<file path="src/rtl/tart_iddr_pkg.sv">
// Shared definitions for the IDDR2 phase-selection block.
// Contents: FSM state encoding, IDDR reset pulse length, default generics.
package tart_iddr_pkg;

    typedef enum logic [2:0] {
        ST_IDLE    = 3'd0,
        ST_RESET   = 3'd1,
        ST_SETTLE  = 3'd2,
        ST_MEASURE = 3'd3,
        ST_DECIDE  = 3'd4,
        ST_LOCKED  = 3'd5
    } state_e;

    // Length of the IDDR2 R pulse in clk_i cycles.
    localparam int IDDR_RST_CYCLES = 2;

    localparam int DEF_WINDOW = 256;
    localparam int DEF_SETTLE = 4;
    localparam int DEF_CWIDTH = 9;

endpackage

</file>
<file path="src/rtl/trans_counter.sv">
// Saturating, clearable, enable-gated event counter.
// Ports:
//   clk_i, rst_i : clock, synchronous active-high reset
//   clr_i        : clear to zero (wins over counting)
//   en_i         : counting window open
//   inc_i        : event this cycle
//   cnt_o        : current count, sticks at all-ones
module trans_counter
    import tart_iddr_pkg::*;
#(
    parameter int CWIDTH = DEF_CWIDTH
) (
    input  logic              clk_i,
    input  logic              rst_i,
    input  logic              clr_i,
    input  logic              en_i,
    input  logic              inc_i,
    output logic [CWIDTH-1:0] cnt_o
);

    localparam logic [CWIDTH-1:0] CNT_MAX = '1;

    logic [CWIDTH-1:0] cnt_q, cnt_d;

    always_comb begin
        cnt_d = cnt_q;
        if (clr_i) begin
            cnt_d = '0;
        end else if (en_i && inc_i && (cnt_q != CNT_MAX)) begin
            cnt_d = cnt_q + 1'b1;
        end
    end

    always_ff @(posedge clk_i) begin
        if (rst_i) begin
            cnt_q <= '0;
        end else begin
            cnt_q <= cnt_d;
        end
    end

    assign cnt_o = cnt_q;

endmodule

</file>
<file path="src/rtl/iddr_phase_ctrl.sv">
// Sequencer and phase selector for one IDDR2 capture primitive.
// Resets/enables the IDDR2, counts data transitions in each half-cycle
// interval over a window, then forwards whichever of Q0/Q1 samples furthest
// from the transitions.
// Ports:
//   clk_i, rst_i        : clock (also IDDR2 C0), synchronous active-high reset
//   start_i             : pulse, (re)starts calibration from any state
//   q0_i, q1_i          : IDDR2 rising / falling edge samples
//   iddr_rst_o, iddr_ce_o : IDDR2 R and CE
//   data_o, valid_o     : selected stream, valid while locked
//   phase_o             : 0 = Q0, 1 = Q1
//   locked_o, busy_o, err_o : status (err sticky until start/reset)
module iddr_phase_ctrl
    import tart_iddr_pkg::*;
#(
    parameter int WINDOW = DEF_WINDOW,
    parameter int SETTLE = DEF_SETTLE,
    parameter int CWIDTH = DEF_CWIDTH
) (
    input  logic clk_i,
    input  logic rst_i,
    input  logic start_i,
    input  logic q0_i,
    input  logic q1_i,
    output logic iddr_rst_o,
    output logic iddr_ce_o,
    output logic data_o,
    output logic valid_o,
    output logic phase_o,
    output logic locked_o,
    output logic busy_o,
    output logic err_o
);

    // One shared down-the-phase timer covers RESET, SETTLE and MEASURE.
    localparam int TMAX = (WINDOW > SETTLE) ? WINDOW : SETTLE;
    localparam int TW   = $clog2(TMAX) + 1;
    localparam logic [TW-1:0] RST_LAST = TW'(IDDR_RST_CYCLES - 1);
    localparam logic [TW-1:0] SET_LAST = TW'(SETTLE - 1);
    localparam logic [TW-1:0] WIN_LAST = TW'(WINDOW - 1);

    state_e            state_q, state_d;
    logic [TW-1:0]     tmr_q, tmr_d;
    logic              r0_q, r0_d, r1_q, r1_d, p1_q, p1_d;
    logic              iddr_rst_q, iddr_rst_d;
    logic              iddr_ce_q, iddr_ce_d;
    logic              phase_q, phase_d;
    logic              locked_q, locked_d;
    logic              busy_q, busy_d;
    logic              err_q, err_d;
    logic              cnt_clr, cnt_en, inc0, inc1;
    logic [CWIDTH-1:0] t0, t1;

    // t0: transition between previous Q1 sample and this Q0 sample.
    // p1 is stale on the first window cycle, so that term is dropped there.
    assign inc0 = (r0_q != p1_q) && (tmr_q != '0);
    // t1: transition between this Q0 sample and this Q1 sample.
    assign inc1 = (r1_q != r0_q);

    trans_counter #(.CWIDTH(CWIDTH)) u_t0 (
        .clk_i (clk_i),
        .rst_i (rst_i),
        .clr_i (cnt_clr),
        .en_i  (cnt_en),
        .inc_i (inc0),
        .cnt_o (t0)
    );

    trans_counter #(.CWIDTH(CWIDTH)) u_t1 (
        .clk_i (clk_i),
        .rst_i (rst_i),
        .clr_i (cnt_clr),
        .en_i  (cnt_en),
        .inc_i (inc1),
        .cnt_o (t1)
    );

    always_comb begin
        state_d = state_q;
        tmr_d   = tmr_q;
        phase_d = phase_q;
        err_d   = err_q;
        cnt_clr = 1'b0;
        cnt_en  = 1'b0;
        r0_d    = q0_i;
        r1_d    = q1_i;
        p1_d    = r1_q;

        unique case (state_q)
            ST_IDLE: ;
            ST_RESET: begin
                if (tmr_q == RST_LAST) begin
                    state_d = ST_SETTLE;
                    tmr_d   = '0;
                end else begin
                    tmr_d = tmr_q + 1'b1;
                end
            end
            ST_SETTLE: begin
                cnt_clr = 1'b1;
                if (tmr_q == SET_LAST) begin
                    state_d = ST_MEASURE;
                    tmr_d   = '0;
                end else begin
                    tmr_d = tmr_q + 1'b1;
                end
            end
            ST_MEASURE: begin
                cnt_en = 1'b1;
                if (tmr_q == WIN_LAST) begin
                    state_d = ST_DECIDE;
                    tmr_d   = '0;
                end else begin
                    tmr_d = tmr_q + 1'b1;
                end
            end
            ST_DECIDE: begin
                // Separate zero tests avoid an overflowing t0+t1.
                if ((t0 == '0) && (t1 == '0)) begin
                    err_d   = 1'b1;
                    state_d = ST_IDLE;
                end else begin
                    // Strict compare: ties keep Q0.
                    phase_d = (t0 > t1);
                    state_d = ST_LOCKED;
                end
            end
            ST_LOCKED: ;
            default: state_d = ST_IDLE;
        endcase

        if (start_i) begin
            state_d = ST_RESET;
            tmr_d   = '0;
            err_d   = 1'b0;
            cnt_clr = 1'b1;
        end

        // Outputs are decoded from the next state so they leave a flop.
        iddr_rst_d = (state_d == ST_RESET);
        iddr_ce_d  = (state_d == ST_SETTLE) || (state_d == ST_MEASURE) ||
                     (state_d == ST_DECIDE) || (state_d == ST_LOCKED);
        locked_d   = (state_d == ST_LOCKED);
        busy_d     = (state_d == ST_RESET) || (state_d == ST_SETTLE) ||
                     (state_d == ST_MEASURE) || (state_d == ST_DECIDE);
    end

    always_ff @(posedge clk_i) begin
        if (rst_i) begin
            state_q    <= ST_IDLE;
            tmr_q      <= '0;
            r0_q       <= 1'b0;
            r1_q       <= 1'b0;
            p1_q       <= 1'b0;
            iddr_rst_q <= 1'b0;
            iddr_ce_q  <= 1'b0;
            phase_q    <= 1'b0;
            locked_q   <= 1'b0;
            busy_q     <= 1'b0;
            err_q      <= 1'b0;
        end else begin
            state_q    <= state_d;
            tmr_q      <= tmr_d;
            r0_q       <= r0_d;
            r1_q       <= r1_d;
            p1_q       <= p1_d;
            iddr_rst_q <= iddr_rst_d;
            iddr_ce_q  <= iddr_ce_d;
            phase_q    <= phase_d;
            locked_q   <= locked_d;
            busy_q     <= busy_d;
            err_q      <= err_d;
        end
    end

    assign iddr_rst_o = iddr_rst_q;
    assign iddr_ce_o  = iddr_ce_q;
    assign phase_o    = phase_q;
    assign locked_o   = locked_q;
    assign valid_o    = locked_q;
    assign busy_o     = busy_q;
    assign err_o      = err_q;
    assign data_o     = locked_q & (phase_q ? r1_q : r0_q);

endmodule

</file>
<file path="config.mk">
export PLATFORM = sky130hd
export DESIGN_NAME = iddr_phase_ctrl
export DESIGN_NICKNAME = d
export VERILOG_FILES = /design/src/rtl/tart_iddr_pkg.sv /design/src/rtl/trans_counter.sv /design/src/rtl/iddr_phase_ctrl.sv
export SDC_FILE = /design/constraint.sdc
export NUM_CORES = 1
export LEC_CHECK = 0
export ABC_AREA = 0
export CELL_PAD_IN_SITES_DETAIL_PLACEMENT = 1
export CELL_PAD_IN_SITES_GLOBAL_PLACEMENT = 1
export CORE_MARGIN = 2
export CORE_UTILIZATION = 45
export DETAILED_ROUTE_END_ITERATION = 16
export PLACE_DENSITY = 0.9
export SYNTH_ARGS = -nofsm -noshare
export SYNTH_HDL_FRONTEND = slang
export SYNTH_HIERARCHICAL = 1
export SYNTH_SLANG_ARGS = --single-unit
</file>
<file path="constraint.sdc">
create_clock -name clk_i -period 2.4 [get_ports clk_i]
set_input_delay 0.48 -clock clk_i [delete_from_list [all_inputs] [get_ports clk_i]]
set_output_delay 0.48 -clock clk_i [all_outputs]
set_load 0.02 [all_outputs]
</file>
* Word level (Yosys, flattened, before mapping)
Cells that the tools add are included.
W data, S select, Z words.
** Storage, ports and cells
- Register bits after elaboration :: 39
- Input port bits :: 5
- Output and inout bits :: 8
- Logic and storage cells :: 72
** Operators by class
- $add $sub $neg :: 3
- $lt $le $gt $ge :: 1
- Equal/unequal tests :: 17
- Muxes and demuxes :: 14
- Bitwise operators :: 2
- Reduce and logical (&&, ||, !) cells :: 22
** Operators by type and width (number)
- $add A9 B1 Y9 const B :: 3
- $mux W9 :: 3
- $pmux W9 S3 :: 1
- $logic_not A9 Y1 :: 2
- $ne A9 B9 Y1 const B :: 2
- $mux W3 :: 5
- $pmux W3 S5 :: 1
- $eq A3 B2 Y1 const B :: 4
- $eq A3 B3 Y1 const B :: 4
- $eq A9 B1 Y1 const B :: 1
- $eq A9 B2 Y1 const B :: 1
- $eq A9 B8 Y1 const B :: 1
- $gt A9 B9 Y1 :: 1
- $reduce_bool A9 Y1 :: 1
- $eq A3 B1 Y1 const B :: 2
- $logic_and A1 B1 Y1 :: 6
- $logic_or A1 B1 Y1 :: 6
- $reduce_or A2 Y1 :: 3
- $mux W1 :: 4
- $reduce_and A2 Y1 :: 2
- $logic_not A3 Y1 :: 1
- $reduce_bool A3 Y1 :: 1
- $ne A1 B1 Y1 :: 2
- $and A1 B1 Y1 :: 1
- $not A1 Y1 :: 1

* Depth between registers and ports, before layout
- Depth after elaboration :: 9
- Depth in mapped cells :: 9
- Depth with buffers taken out :: 9

* Modules after synthesis
The synthesis kept the hierarchy.
** By module, submodules not included
- iddr_phase_ctrl :: instances 1, cells each 162, area an instance 1371.3 um^2, seq. area each 420.4 um^2
- trans_counter :: instances 2, cells each 50, area an instance 447.9 um^2, seq. area each 180.2 um^2

* Least setup slack after synthesis
OpenSTA, ideal clock, no wires.
- Path type :: reg-to-reg
- Start point :: register tmr_q[0]
- End point :: register locked_q (netlist: locked_o)
- Setup time :: 0.115 ns
- Arrival :: 1.855 ns
- Data required time :: 2.285 ns
- Slack :: 0.430 ns
- Stages on the path, launching flop included :: 10
- Buffers on the path :: 0
- Period minus slack after synthesis :: 1.970 ns
- Path through :: dfxtp_1 > ha_1 > nand3_1 > or2_2 > inv_1 > ha_1 > o21ai_0 > a32o_1 > or2_1 > and2_1
** Between the ends
- Cells in the longest elaborated chain, start to end :: 5
- Elaborated cells between the ends (all ways) :: 9
- Those cells by class :: 4 x eq/ne; 5 x mux
** Ends and longest elaborated chain
- from (decl) :: RTL line iddr_phase_ctrl.sv:43 : logic [TW-1:0] tmr_q, tmr_d;
- from (signal assigned) :: RTL line iddr_phase_ctrl.sv:163 : tmr_q <= tmr_d;
- $eq A9 B8 Y1 (tied with other cells) :: RTL line iddr_phase_ctrl.sv:110 : if (tmr_q == WIN_LAST) begin
- $mux W3 (on tied branches) :: RTL line iddr_phase_ctrl.sv:110, iddr_phase_ctrl.sv:92, iddr_phase_ctrl.sv:101
- $pmux W3 S5 (*) :: RTL line iddr_phase_ctrl.sv:89 : unique case (state_q)
- $mux W3 (*) :: RTL line iddr_phase_ctrl.sv:132 : if (start_i) begin
- $eq A3 B3 Y1 (*) :: RTL line iddr_phase_ctrl.sv:143 : locked_d = (state_d == ST_LOCKED);
- to (signal assigned) :: RTL line iddr_phase_ctrl.sv:170 : locked_q <= locked_d;
- to (decl) :: RTL line iddr_phase_ctrl.sv:48 : logic locked_q, locked_d;
Mark *: on every way between the ends. The rest lies on a longest branch, timed or not.
A chain may end at the register's enable or synchronous reset.

* Worst setup path after layout
- Start point :: register tmr_q[0]
- End point :: register busy_q (netlist: busy_o)
** Between the ends
- Cells in the longest elaborated chain, start to end :: 8
- Elaborated cells between the ends (all ways) :: 15
- Those cells by class :: 7 x eq/ne; 5 x mux; 3 x reduce/logical
** Ends and longest elaborated chain
- $eq A9 B8 Y1 (tied with other cells) :: RTL line iddr_phase_ctrl.sv:110
- $mux W3 (on tied branches) :: RTL line iddr_phase_ctrl.sv:110, iddr_phase_ctrl.sv:92, iddr_phase_ctrl.sv:101
- $pmux W3 S5 (*) :: RTL line iddr_phase_ctrl.sv:89
- $mux W3 (*) :: RTL line iddr_phase_ctrl.sv:132
- $eq A3 B1 Y1 or $eq A3 B2 Y1 (tied branches) :: RTL line iddr_phase_ctrl.sv:144 : busy_d = (state_d == ST_RESET) || (state_d == ST_SETTLE) ||
- $logic_or A1 B1 Y1 (2 in series) :: RTL line iddr_phase_ctrl.sv:144
- $logic_or A1 B1 Y1 (*) :: RTL line iddr_phase_ctrl.sv:145 : (state_d == ST_MEASURE) || (state_d == ST_DECIDE);
- to (signal assigned) :: RTL line iddr_phase_ctrl.sv:171 : busy_q <= busy_d;
- to (decl) :: RTL line iddr_phase_ctrl.sv:49 : logic busy_q, busy_d;
Marked as above.

==> impl_metrics.ini <==
[sta]
slew_viol_final = 0
rsz0062_at_grt = no
fmax_ghz = 0.456
fin_crit_sh_pct = 91.4
worst_pin_slew_ns = 0.434
setup_tns_ns = 0
setup_viol = 0
finalHoldViolations = 0
slew_headroom_pct = 70.8
finClkSkew_ns = 0.00438
post-route-min-period_ns = 2.19

[grt]
grt_max_degree = 12
antenna_found_initial = 0
globalRouteTotalUtil_pct = 22.3
first_global_vias = 2020
grt_pass1_wl_mm = 9.36
overflow = 0

[yosys]
synth_area_leaders = dfxtp_1 (34%), ha_1 (9.9%), nor2_1 (4.3%), a21oi_1 (4.0%), nand2_1 (3.6%)
yosys.cell_types.count = 54
synth_ff_type = dfxtp_1
synth_seq_cells = 39
syn_nets = 285
synthArstFlopShare_pct = 0
synth_top_area_share_pct = 34.4
synth_largest_area_cell = dfxtp_1
seq_area_frac_synth_pct = 34.4
synth_edf_count = 0
yosysMostFrequentCell = dfxtp_1
syn_area_sq_mm = 0.00227
synthCells = 262
avgSynthCellArea_sq_um = 8.65
yosysWarnings = 6
synth_common_cells = dfxtp_1 (39), nor2_1 (26), nand2_1 (22)

[detailed_routing]
drtIter0Drc = 100
drc = 0
drt-total-wl_mm = 5.79
drt_pre_antenna_iters = 4
via_per_inst = 5.76
via_count = 1998
wire_per_inst_um = 16.7
ant_nets = 0

[floorplan]
start_util_pct = 47.4
core_sq_mm = 0.00479
die_area_sq_mm = 0.00562
die_w_um = 75.0
fp-row-count = 25
io_pins = 13
dieHeight_um = 75.0

[pwr]
p_int_mw = 0.950
pwr-share-comb_pct = 6.7
p_per_area_mw_per_mm2 = 480
power_frac_seq_pct = 53.4
p_leak_nw = 0.991
swShare_pct = 23.2
switchingPower_mw = 0.287
p_clk_share_pct = 39.9
vdd_drop_max_v = 0.000265
power_mw = 1.24

[cells_and_area]
fillCellCount = 580
n_antenna_cell = 0
syn_to_final_growth_pct = 13.7
drive_gt1_share_pct = 11.4
layout.nets = 302

[setup_path]
cp_cell_sequence = ha_1 > nand3_1 > or2_2 > inv_1 > ha_1 > o21ai_0 > a32o_1 > or2_1 > a211oi_2
cp.required_ns = 2.62
reg2reg_setup_slack_ns = 0.21
crit_arrival_ns = 2.41
critPathBufInv = 1
worstSetupPathType = flop to flop
startpoint_type = flop
cpMaxStageDelayCell = dfxtp_1
crit_family = simple AND/OR/NAND/NOR gates
crit_fanout = 5
cp-end-kind = flop
max_stage_delay_ns = 0.41
crit_path_frequent_cell = ha_1

[placed_design]
gp_congestion = 0.778
port-buffer-count = 12
dp_hpwl_mm = 4.19

[clock_tree]
cts-root-buf = clkbuf_8
clk_pin_slew_ns = 0.08
cts_made_buffers = 5
clock_sinks = 39
hold_buffers = 0
cts_tree = yes
ctsResizeCount = 0
clk_latency_ns = 0.29
cts_setup_buffers = 0
cts_buffer_depth = 2
htree_levels = 2

[run]
maxCapViolations = 0

[worst_hold_path]
hp-class = flop to flop

[run_status]
outcome = finished, final reports clean
==> routing by layer <==
metal | part of all wire [%] | routed length, um | global-route usage (%) | vias up
li1 | - | - | - | 975
met3 | 3.3 | 190 | 4.82 | 9
met2 | 51 | 2960 | 39.1 | 41
met4 | 1.6 | 91 | 6.94 | 0
met1 | 44 | 2550 | 27.2 | 973
met5 | 0 | 0 | 0 | -
==> flip-flops by register name (all words and copies together), names as in the netlist <==
name,flops
p1_q,1
state_q,3
err_o,1
tmr_q,9
busy_o,1
r0_q,1
phase_o,1
u_t0/cnt_o,9
locked_o,1
p1_d,1
iddr_rst_o,1
u_t1/cnt_o,9
iddr_ce_o,1
==> through the flow <==
stage | instances | setup WS [ns] | util (%) | hold WS (ns) | area [sq um]
floorplan | 262 | 0.430 | - | 0.461 | 2270
global placement | 339 | 0.299 | 51.8 | 0.481 | 2480
detailed placement | 339 | 0.241 | 51.8 | 0.500 | 2480
CTS | 347 | 0.194 | 53.9 | 0.512 | 2580
global route | 347 | 0.0518 | 53.9 | 0.531 | 2580
finish | 347 | 0.207 | 53.9 | 0.516 | 2580
==> final timing paths <==
path,startpoint,endpoint,cells after the start
setup / recovery,tmr_q[0]$_SDFFE_PP0P_,busy_o$_SDFF_PP0_,9
hold / removal,p1_d$_SDFF_PP0_,p1_q$_SDFF_PP0_,1
setup reg to reg,tmr_q[0]$_SDFFE_PP0P_,busy_o$_SDFF_PP0_,9
hold reg to reg,p1_d$_SDFF_PP0_,p1_q$_SDFF_PP0_,1
==> cell type report <==
| cell class | instances | area (sq um) | share of cell area, % |
|---|---|---|---|
| multi-input combinational | 199 | 1390 | 54.0 |
| sequential | 39 | 781 | 30.3 |
| timing repair buffer | 17 | 158 | 6.11 |
| clock buffer | 8 | 100 | 3.88 |
| tap | 67 | 83.8 | 3.25 |
| inverter | 17 | 63.8 | 2.47 |
==> power groups by stage <==
stage / sequential (mW) / clock (mW) / combinational [mW]
6_report: 0.660 / 0.494 / 0.0829
5_1_grt: 0.661 / 0.529 / 0.0910
4_1_cts: 0.661 / 0.502 / 0.0828
3_5_place_dp: 0.675 / 0 / 0.0810
3_3_place_gp: 0.675 / 0 / 0.0783
2_1_floorplan: 0.678 / 0 / 0.0487
==> cells in the final DEF, fill, tap and decap left out, types with 2 or more instances in the layout <==
cell / n
xnor2_1: 5
nand2_1: 22
o21a_1: 3
ha_1: 18
nand4b_1: 3
a21o_1: 2
and2_1: 2
buf_4: 5
or2_2: 3
o31ai_1: 6
a211o_1: 2
dfxtp_1: 39
nand3b_4: 2
xor2_1: 7
a21oi_1: 18
a31oi_1: 3
inv_1: 17
nand3_1: 7
nor2_1: 26
nor3_1: 4
o21ai_0: 8
clkbuf_8: 7
nand4_2: 2
clkdlybuf4s50_1: 12
mux2_2: 2
nand4_1: 8
and3_1: 3
or3_2: 2
and3b_1: 2
nand2b_1: 3
or4_1: 9
nor2b_1: 5
==> cell families after synthesis <==
logic type | count (synthesis) | synth area share [%]
AO/OA/AOI/OAI | 53 | 15.6
XOR/XNOR | 12 | 4.64
adder cells (fa/ha/maj) | 18 | 9.93
buffers and inverters | 24 | 4.14
flip-flops | 39 | 34.4
multiplexers | 3 | 1.43
AND/OR/NAND/NOR | 113 | 29.9
Note: power is estimated with default switching activity, not from simulation.
